$ cat config.mk
export PLATFORM = sky130hd
export DESIGN_NAME = regfile_sb
export DESIGN_NICKNAME = d
export VERILOG_FILES = /design/src/rtl/regfile_sb.sv
export SDC_FILE = /design/constraint.sdc
export NUM_CORES = 1
export LEC_CHECK = 0
export BUFFER_PORTS_ARGS = -buffer_cell sky130_fd_sc_hd__buf_2
export CORE_AREA = 2 2 305 307
export DETAILED_ROUTE_END_ITERATION = 8
export DIE_AREA = 0 0 307 309
export GPL_TIMING_DRIVEN = 0
export PLACE_DENSITY = 0.67
export SLEW_MARGIN = 20
export SYNTH_ARGS = -nofsm -noshare
export SYNTH_HDL_FRONTEND = slang
export SYNTH_SLANG_ARGS = --single-unit
$ cat constraint.sdc
create_clock -name clk -period 4.52 [get_ports clk]
set_clock_uncertainty 0.15 [all_clocks]
set_input_delay 0.904 -clock clk [delete_from_list [all_inputs] [get_ports clk]]
set_output_delay 0.904 -clock clk [all_outputs]
set_load 0.01 [all_outputs]
$ cat src/rtl/regfile_sb.sv
// Register file with configurable read ports, one bypassed write port, a
// pending-write scoreboard and a post-reset clear sweep. Optional macro:
// REGFILE_SB_BYPASS_EN enables same-cycle write-to-read forwarding.
module regfile_sb #(
    parameter int XLEN  = 32,
    parameter int NREGS = 32,
    parameter int NRD   = 2,
    localparam int AW   = $clog2(NREGS)
) (
    input  logic                clk,
    input  logic                rst,
    input  logic                stall,
    input  logic                wr_en,
    input  logic [AW-1:0]       wr_addr,
    input  logic [XLEN-1:0]     wr_data,
    input  logic                rsv_en,
    input  logic [AW-1:0]       rsv_addr,
    input  logic [NRD*AW-1:0]   rs_addr,
    output logic [NRD*XLEN-1:0] rs_data,
    output logic [NRD-1:0]      rs_busy,
    output logic                ready
);

    typedef enum logic {
        INIT,
        RUN
    } state_t;

    state_t          state_q, state_d;
    logic [AW-1:0]   clr_idx_q, clr_idx_d;
    logic [NREGS-1:0] busy_q, busy_d;
    logic            ready_q, ready_d;

    logic [XLEN-1:0] mem [NREGS];
    logic            mem_we;
    logic [AW-1:0]   mem_waddr;
    logic [XLEN-1:0] mem_wdata;

    logic run;
    logic wr_fire;
    logic rsv_fire;

    assign run      = (state_q == RUN);
    assign wr_fire  = run & wr_en & ~stall & (wr_addr != '0);
    assign rsv_fire = run & rsv_en & ~stall & (rsv_addr != '0);
    assign ready    = ready_q;

    // The sweep advances every cycle regardless of stall, so it always takes NREGS cycles.
    always_comb begin
        state_d   = state_q;
        clr_idx_d = clr_idx_q;
        ready_d   = ready_q;
        if (state_q == INIT) begin
            clr_idx_d = clr_idx_q + 1'b1;
            if (clr_idx_q == AW'(NREGS - 1)) begin
                state_d = RUN;
                ready_d = 1'b1;
            end
        end else begin
            ready_d = 1'b1;
        end
    end

    // Reservation is applied after the write so a newer producer keeps the register busy.
    always_comb begin
        busy_d = busy_q;
        if (wr_fire) begin
            busy_d[wr_addr] = 1'b0;
        end
        if (rsv_fire) begin
            busy_d[rsv_addr] = 1'b1;
        end
        busy_d[0] = 1'b0;
    end

    always_comb begin
        mem_we    = 1'b0;
        mem_waddr = clr_idx_q;
        mem_wdata = '0;
        if (!run) begin
            mem_we = 1'b1;
        end else if (wr_fire) begin
            mem_we    = 1'b1;
            mem_waddr = wr_addr;
            mem_wdata = wr_data;
        end
    end

    always_ff @(posedge clk or posedge rst) begin
        if (rst) begin
            state_q   <= INIT;
            clr_idx_q <= '0;
            busy_q    <= '0;
            ready_q   <= 1'b0;
        end else begin
            state_q   <= state_d;
            clr_idx_q <= clr_idx_d;
            busy_q    <= busy_d;
            ready_q   <= ready_d;
        end
    end

    // Storage has no reset; the INIT sweep zeroes every entry instead.
    always_ff @(posedge clk) begin
        if (mem_we) begin
            mem[mem_waddr] <= mem_wdata;
        end
    end

    for (genvar k = 0; k < NRD; k++) begin : g_rd
        logic [AW-1:0] addr;
        logic          hit;

        assign addr = rs_addr[k*AW +: AW];
`ifdef REGFILE_SB_BYPASS_EN
        assign hit = wr_fire & (wr_addr == addr);
`else
        assign hit = 1'b0;
`endif
        assign rs_data[k*XLEN +: XLEN] = (!run || addr == '0) ? '0 :
                                         hit ? wr_data : mem[addr];
        assign rs_busy[k] = run & (addr != '0) & busy_q[addr] & ~hit;
    end

endmodule

== Word level (Yosys, flattened, before mapping) ==
Memories as Yosys holds them, arrays and structs flattened.
Index checks and enable logic that the tools add are counted.
Word-level totals
  register bits: 38
  RAM bits: 1024
  input port bits: 57
  output and inout port bits: 67
  logic and storage cells: 63
  memories: 1
Memory list
  mem: depth 32, width 32, read ports 2, clocked after memory_dff 0, wr ports 1, line 34  | logic [XLEN-1:0] mem [NREGS];
Cells by class
  add/subtract/negate cells: 1
  $lt $le $gt $ge: 6
  eq/ne operators: 1
  mux-type cells: 24
  bitwise logic cells: 14
  reductions and logical operators: 12
Operators by type and width (number)
  2-to-1 mux 32 bit: 6
  bitwise AND 32 bit: 1
  NOT 32 bit: 1
  OR 32 bit: 1
  < comparator 5 x 6 -> 1 bit, second input constant: 4
  nonzero test 5 bit: 4
  2-to-1 mux 1 bit: 12
  bitwise AND 1 bit: 10
  binary-select mux 1 bit (select 5 bit): 2
  demux 1 bit (select 5 bit): 2
  greater-or-equal comparator 5 x 1 -> 1 bit, second input constant: 2
  logical NOT 5 bit: 2
  2-to-1 mux 5 bit: 2
  adder 5 x 1 -> 5 bit, second input constant: 1
  == test 5 bit, second input constant: 1
  logical AND 1 bit: 2
  logical OR 1 bit: 2
  nonzero test 2 bit: 1
  logical NOT 1 bit: 1
  NOT 1 bit: 1

== Logic depth before layout (Yosys ltp) ==
  word-level depth: 9
  mapped depth: 8
  gate-level depth less buffers: 4

== Worst setup path before layout ==
No wires, ideal clock.
  path kind: input to register
  start point: in wr_addr[1]
  end point: mem mem[19][0] (enable)
  library setup time: 432 ps
  data arrival time: 3683 ps
  data required time: 3938 ps
  path slack: 255 ps
  cell stages on the path: 5
  cells stage by stage: clkbuf_1 > or2_2 > o21ai_1 > mux2_2 > a21oi_1
On the way
  word-level cells in the longest chain between the ends: 6
  elaborated cells between the ends (all ways): 8
  classes of those cells: 6 x mux; 1 x bitwise; 1 x reduce/logical
Ends and longest elaborated chain
  from (decl): line 14  | input logic [AW-1:0] wr_addr,
  nonzero test 5 bit: line 44  | assign wr_fire = run & wr_en & ~stall & (wr_addr != '0);
  bitwise AND 1 bit: line 44
  2-to-1 mux 1 bit: line 82  | end else if (wr_fire) begin
  2-to-1 mux 1 bit: line 80  | if (!run) begin
  2-to-1 mux 1 bit: line 105  | if (mem_we) begin
  2-to-1 mux 1 bit (not written as such): line 106  | mem[mem_waddr] <= mem_wdata;
  to (decl): line 34
Parallel ways exist; a longest one is shown, timed or not.

== Final worst setup path ==
  start point: in rs_addr[2]
  end point: out rs_data[22]
On the way
  word-level cells in the longest chain between the ends: 3
  elaborated cells between the ends (all ways): 4
  classes of those cells: 1 x mux; 2 x reduce/logical; 1 x memory
Ends and longest elaborated chain
  from (decl): line 18  | input logic [NRD*AW-1:0] rs_addr,
  branches (longest 2 deep; another with memory (32 x 32 bit))
  2-to-1 mux 32 bit *: line 120  | assign rs_data[k*XLEN +: XLEN] = (!run || addr == '0) ? '0 :
  to (decl): line 19  | output logic [NRD*XLEN-1:0] rs_data,
Mark *: on every way between the ends.

==> summary.txt <==
Run status
  – Status: finished, violations left
  – Failing checks: setup timing

CTS
  – Clock transition at path regs: approximately 0.060 ns
  – TritonCTS clock tree: yes
  – Clk buf depth: 3
  – Sink Count: approximately 1.1k
  – Worst skew pair latency: roughly 0.69 ns
  – Clk root buf: clkbuf_16
  – H-tree depth: 3
  – Num CTS Buffers: approximately 110

STA
  – Achievable Freq: roughly 0.22 GHz
  – Final min period: around 4.6 ns
  – Max Transition Viols Final: 0
  – Final hold violation count: 0
  – Setup_tns: -0.110 ns
  – Worst Tran Pin Value: roughly 1.2 ns
  – Fin crit share: 1.01
  – Unrepaired setup endpoints after global routing: no
  – Slew margin rel.: 0.198
  – Final WS setup: -0.0451 ns
  – Final setup fails: 3

Job
  – Max-cap violation count: 0

Yosys
  – Synthesized flop and latch total: 1,062
  – Top FF cell, synth: edfxtp_1
  – Cell taking the most area after synthesis: edfxtp_1
  – Multiplexer area fraction after synthesis: 0.286
  – Mean post-synth cell area: 20.3 um^2
  – Async S/R FF share, synth: 0.0358
  – Post-synth EDFFs: around 1.0k
  – Sequential fraction of the synthesis area: 0.635
  – Compound-gate portion of the synthesized area: 0.0366
  – Synth Area in Adders: 0.000502
  – Post-Syn Area: approximately 50,000 um^2
  – Top post-synthesis cells by area: edfxtp_1 62%, mux4_2 24%, mux2i_1 4.0%, dfrtp_1 1.9%, mux2_2 0.88%
  – Simple-Gate Fraction of Synth Area: 0.0178
  – Synth Warn #: 0
  – Netlist cell types: 53
  – Post-synth top area share: 0.616
  – Post-synthesis xor/xnor area fraction: 0.000527
  – Syn nets: roughly 2.5k
  – Main combinational cell family by area after synthesis: multiplexers
  – Synth Instances: about 2.5k

Critical path
  – Worst EP arrival: between 3 and 4 ns
  – Setup CP Type: in -> out
  – Worst path bufs/invs: 5
  – R2r startpoint: run$_DFF_PP0_
  – Crit path launch: rs_addr[2]
  – Slowest cell on crit path: buf_2
  – CP peak stage delay: around 0.54 ns
  – Most Frequent Cell on Critical Path: buf_2
  – CP cell instances: buf_4 -> buf_2 -> buf_2 -> buf_2 -> mux2i_1 -> o221ai_1 -> buf_2
  – CP max FO: 10
  – Top Family by Delay on Critical Path: buffers and inverters
  – R2r setup slk: 0.76 ns
  – Crit start category: primary input
  – Worst R2R Path Depth: 5
  – Levels on crit path: 7
  – Worst Setup End Kind: output pin
  – Critical Path RT: 3.47 ns

Floorplan
  – # rows: 111
  – # IOs: 124
  – Die Area: about 95,000 um^2
  – Die H: around 310 um
  – Die width: slightly above 300 um
  – Core area: between 90,000 and 100,000 um^2
  – Initial Utilization: 0.546

Power
  – Comb pwr share: 0.077
  – Overall power: between 20 and 25 mW
  – P_sw: between 4 and 5 mW
  – Flop pwr share: 0.502
  – Clock power frac: 0.421
  – Max VDD drop: approximately 0.29 mV
  – Power Dens Cells: about 380 nW/um^2
  – Switching share of power: 0.228
  – Pleak: just over 20 nW
  – Pint: approximately 17 mW

Finish
  – Finished Layout Cells: between 4k and 5k
  – Post-route cell area: ~57,000 um^2
  – Fraction of layout cells with a size suffix above 1: 0.401
  – Most frequent cells in the layout: 1,024 x edfxtp_1, 525 x mux4_2, 201 x mux2i_1, 173 x buf_2, 111 x clkbuf_16
  – Fin nets: 2,802
  – Syn-to-layout area delta: 15.1%
  – Commonest non-fill, non-tap cell in the layout: edfxtp_1

Placed design
  – Total placed cells including tap cells: 3,818
  – Routability Congestion: approximately 0.94
  – Final HPWL DP: approximately 110,000 um
  – Port bufs: approximately 110
  – Post-DP Area: about 54,000 um^2

Global routing
  – Grt ovf: 0
  – Pin count of the biggest net entering global routing: 33
  – First-pass GRT wire length: ~230,000 um
  – Vias in the first global route: roughly 30k
  – Initial antenna violation count: 10
  – Gr usage total: 0.346

Route
  – DRT Pass-1 Iters: 5
  – DR vias: slightly below 30k
  – Post-route ant nets: 0
  – DR DRC count: 0
  – Routed length per instance: approximately 40 um
  – WL final: between 150,000 and 200,000 um
  – Detail-routed via count per cell: 7.39
  – Drt first-iter violations: around 4.6k

Min path
  – Hold Startpoint: ready$_DFFE_PP0P_
  – Hold Path Class: reg -> reg
  – Hold Path Cell Cnt: 1
==> Yosys cell counts, types with 5 or more instances <==
library cell	number
dfrtp_1	38
buf_4	24
nand3_1	13
o21ai_0	53
nand2b_1	6
mux4_2	525
mux2_2	39
mux2i_1	201
a22oi_1	33
a221o_1	32
or2_2	5
buf_6	22
o22a_1	33
a21oi_1	5
edfxtp_1	1024
o221ai_1	33
nand2_1	45
clkbuf_1	67
and2_1	32
inv_1	10
buf_2	74
or3_1	6
a31oi_1	37
nand3b_1	6
nor2_1	42
==> cells by family after synthesis <==
group,Yosys count
AOI/OAI and AO/OA,246
xor gates and xnor gates,3
buffers and inverters,204
muxes,765
adders and majority gates,2
and+or+nand+nor,176
DFF,1062
==> power by group through the flow <==
stage          clock network, mW  logic (mW)  registers, mW
5_1_grt                     9.50        1.71           10.8
3_3_place_gp                   0        1.58           11.0
4_1_cts                     9.12        1.63           10.8
3_5_place_dp                   0        1.62           11.0
6_report                    9.07        1.66           10.8
2_1_floorplan                  0       0.959           11.0
==> worst paths after layout <==
| kind | to |
|---|---|
| worst min register to register | ready$_DFFE_PP0P_ |
| max in group asynchronous | busy_q[20]$_DFF_PP0_ |
| min in group asynchronous | clr_idx_q[4]$_DFFE_PP0N_ |
| worst min-delay path | ready$_DFFE_PP0P_ |
| worst max-delay path | rs_data[22] |
| worst max register to register | mem[6][16]$_DFFE_PP_ |
==> stage by stage <==
| stage | utilization | setup WS (ns) | hold WS [ns] |
|---|---|---|---|
| 2_1_floorplan | - | 0.255 | 0.317 |
| 3_3_place_gp | 0.568 | -2.65 | 0.295 |
| 3_5_place_dp | 0.588 | -0.399 | 0.307 |
| 4_1_cts | 0.627 | 0.000960 | 0.326 |
| 5_1_grt | 0.628 | 0.000778 | 0.343 |
| 6_report | 0.628 | -0.0451 | 0.335 |
==> layout make-up <==
class,count,area [um^2]
fillers,6239,34000
flip-flops and latches,1062,31700
multi-input cells,1192,17400
clock buffers,141,2930
repair buffers,175,2060
well taps,1186,1480
plain buffers,194,1210
clock inverters,58,624
inverters,10,37.5
diodes,6,15.0
==> flip-flops by register name, summed over array words and instances, names as in the netlist <==
name,cells
mem,1024
busy_q,31
clr_idx_q,5
ready,1
run,1
==> timing repair <==
item / 4_1_cts / 5_1_grt
hold buffers: 1 / 0
endpoints found under the setup margin: 65 / 26
endpoints found under the hold margin: 6 / 0
gates resized for setup: 34 / 30
setup buffers: 0 / 0
==> worst reg2reg max path: stages (launching register included) <==
cell      delay (ns)
dfrtp_1         0.32
buf_2           0.23
nand3b_1        0.32
a21oi_1         0.82
clkbuf_1        0.85
and2_2          0.75
==> metal layers <==
metal / wire length (um) / up-vias / GRT usage
li1: - / 11300 / -
met1: 57600 / 15700 / 0.463
met2: 77700 / 2276 / 0.554
met3: 19800 / 457 / 0.0845
met4: 7600 / 4 / 0.139
met5: 27 / - / 0
Note: power is estimated with default switching activity, not from simulation.
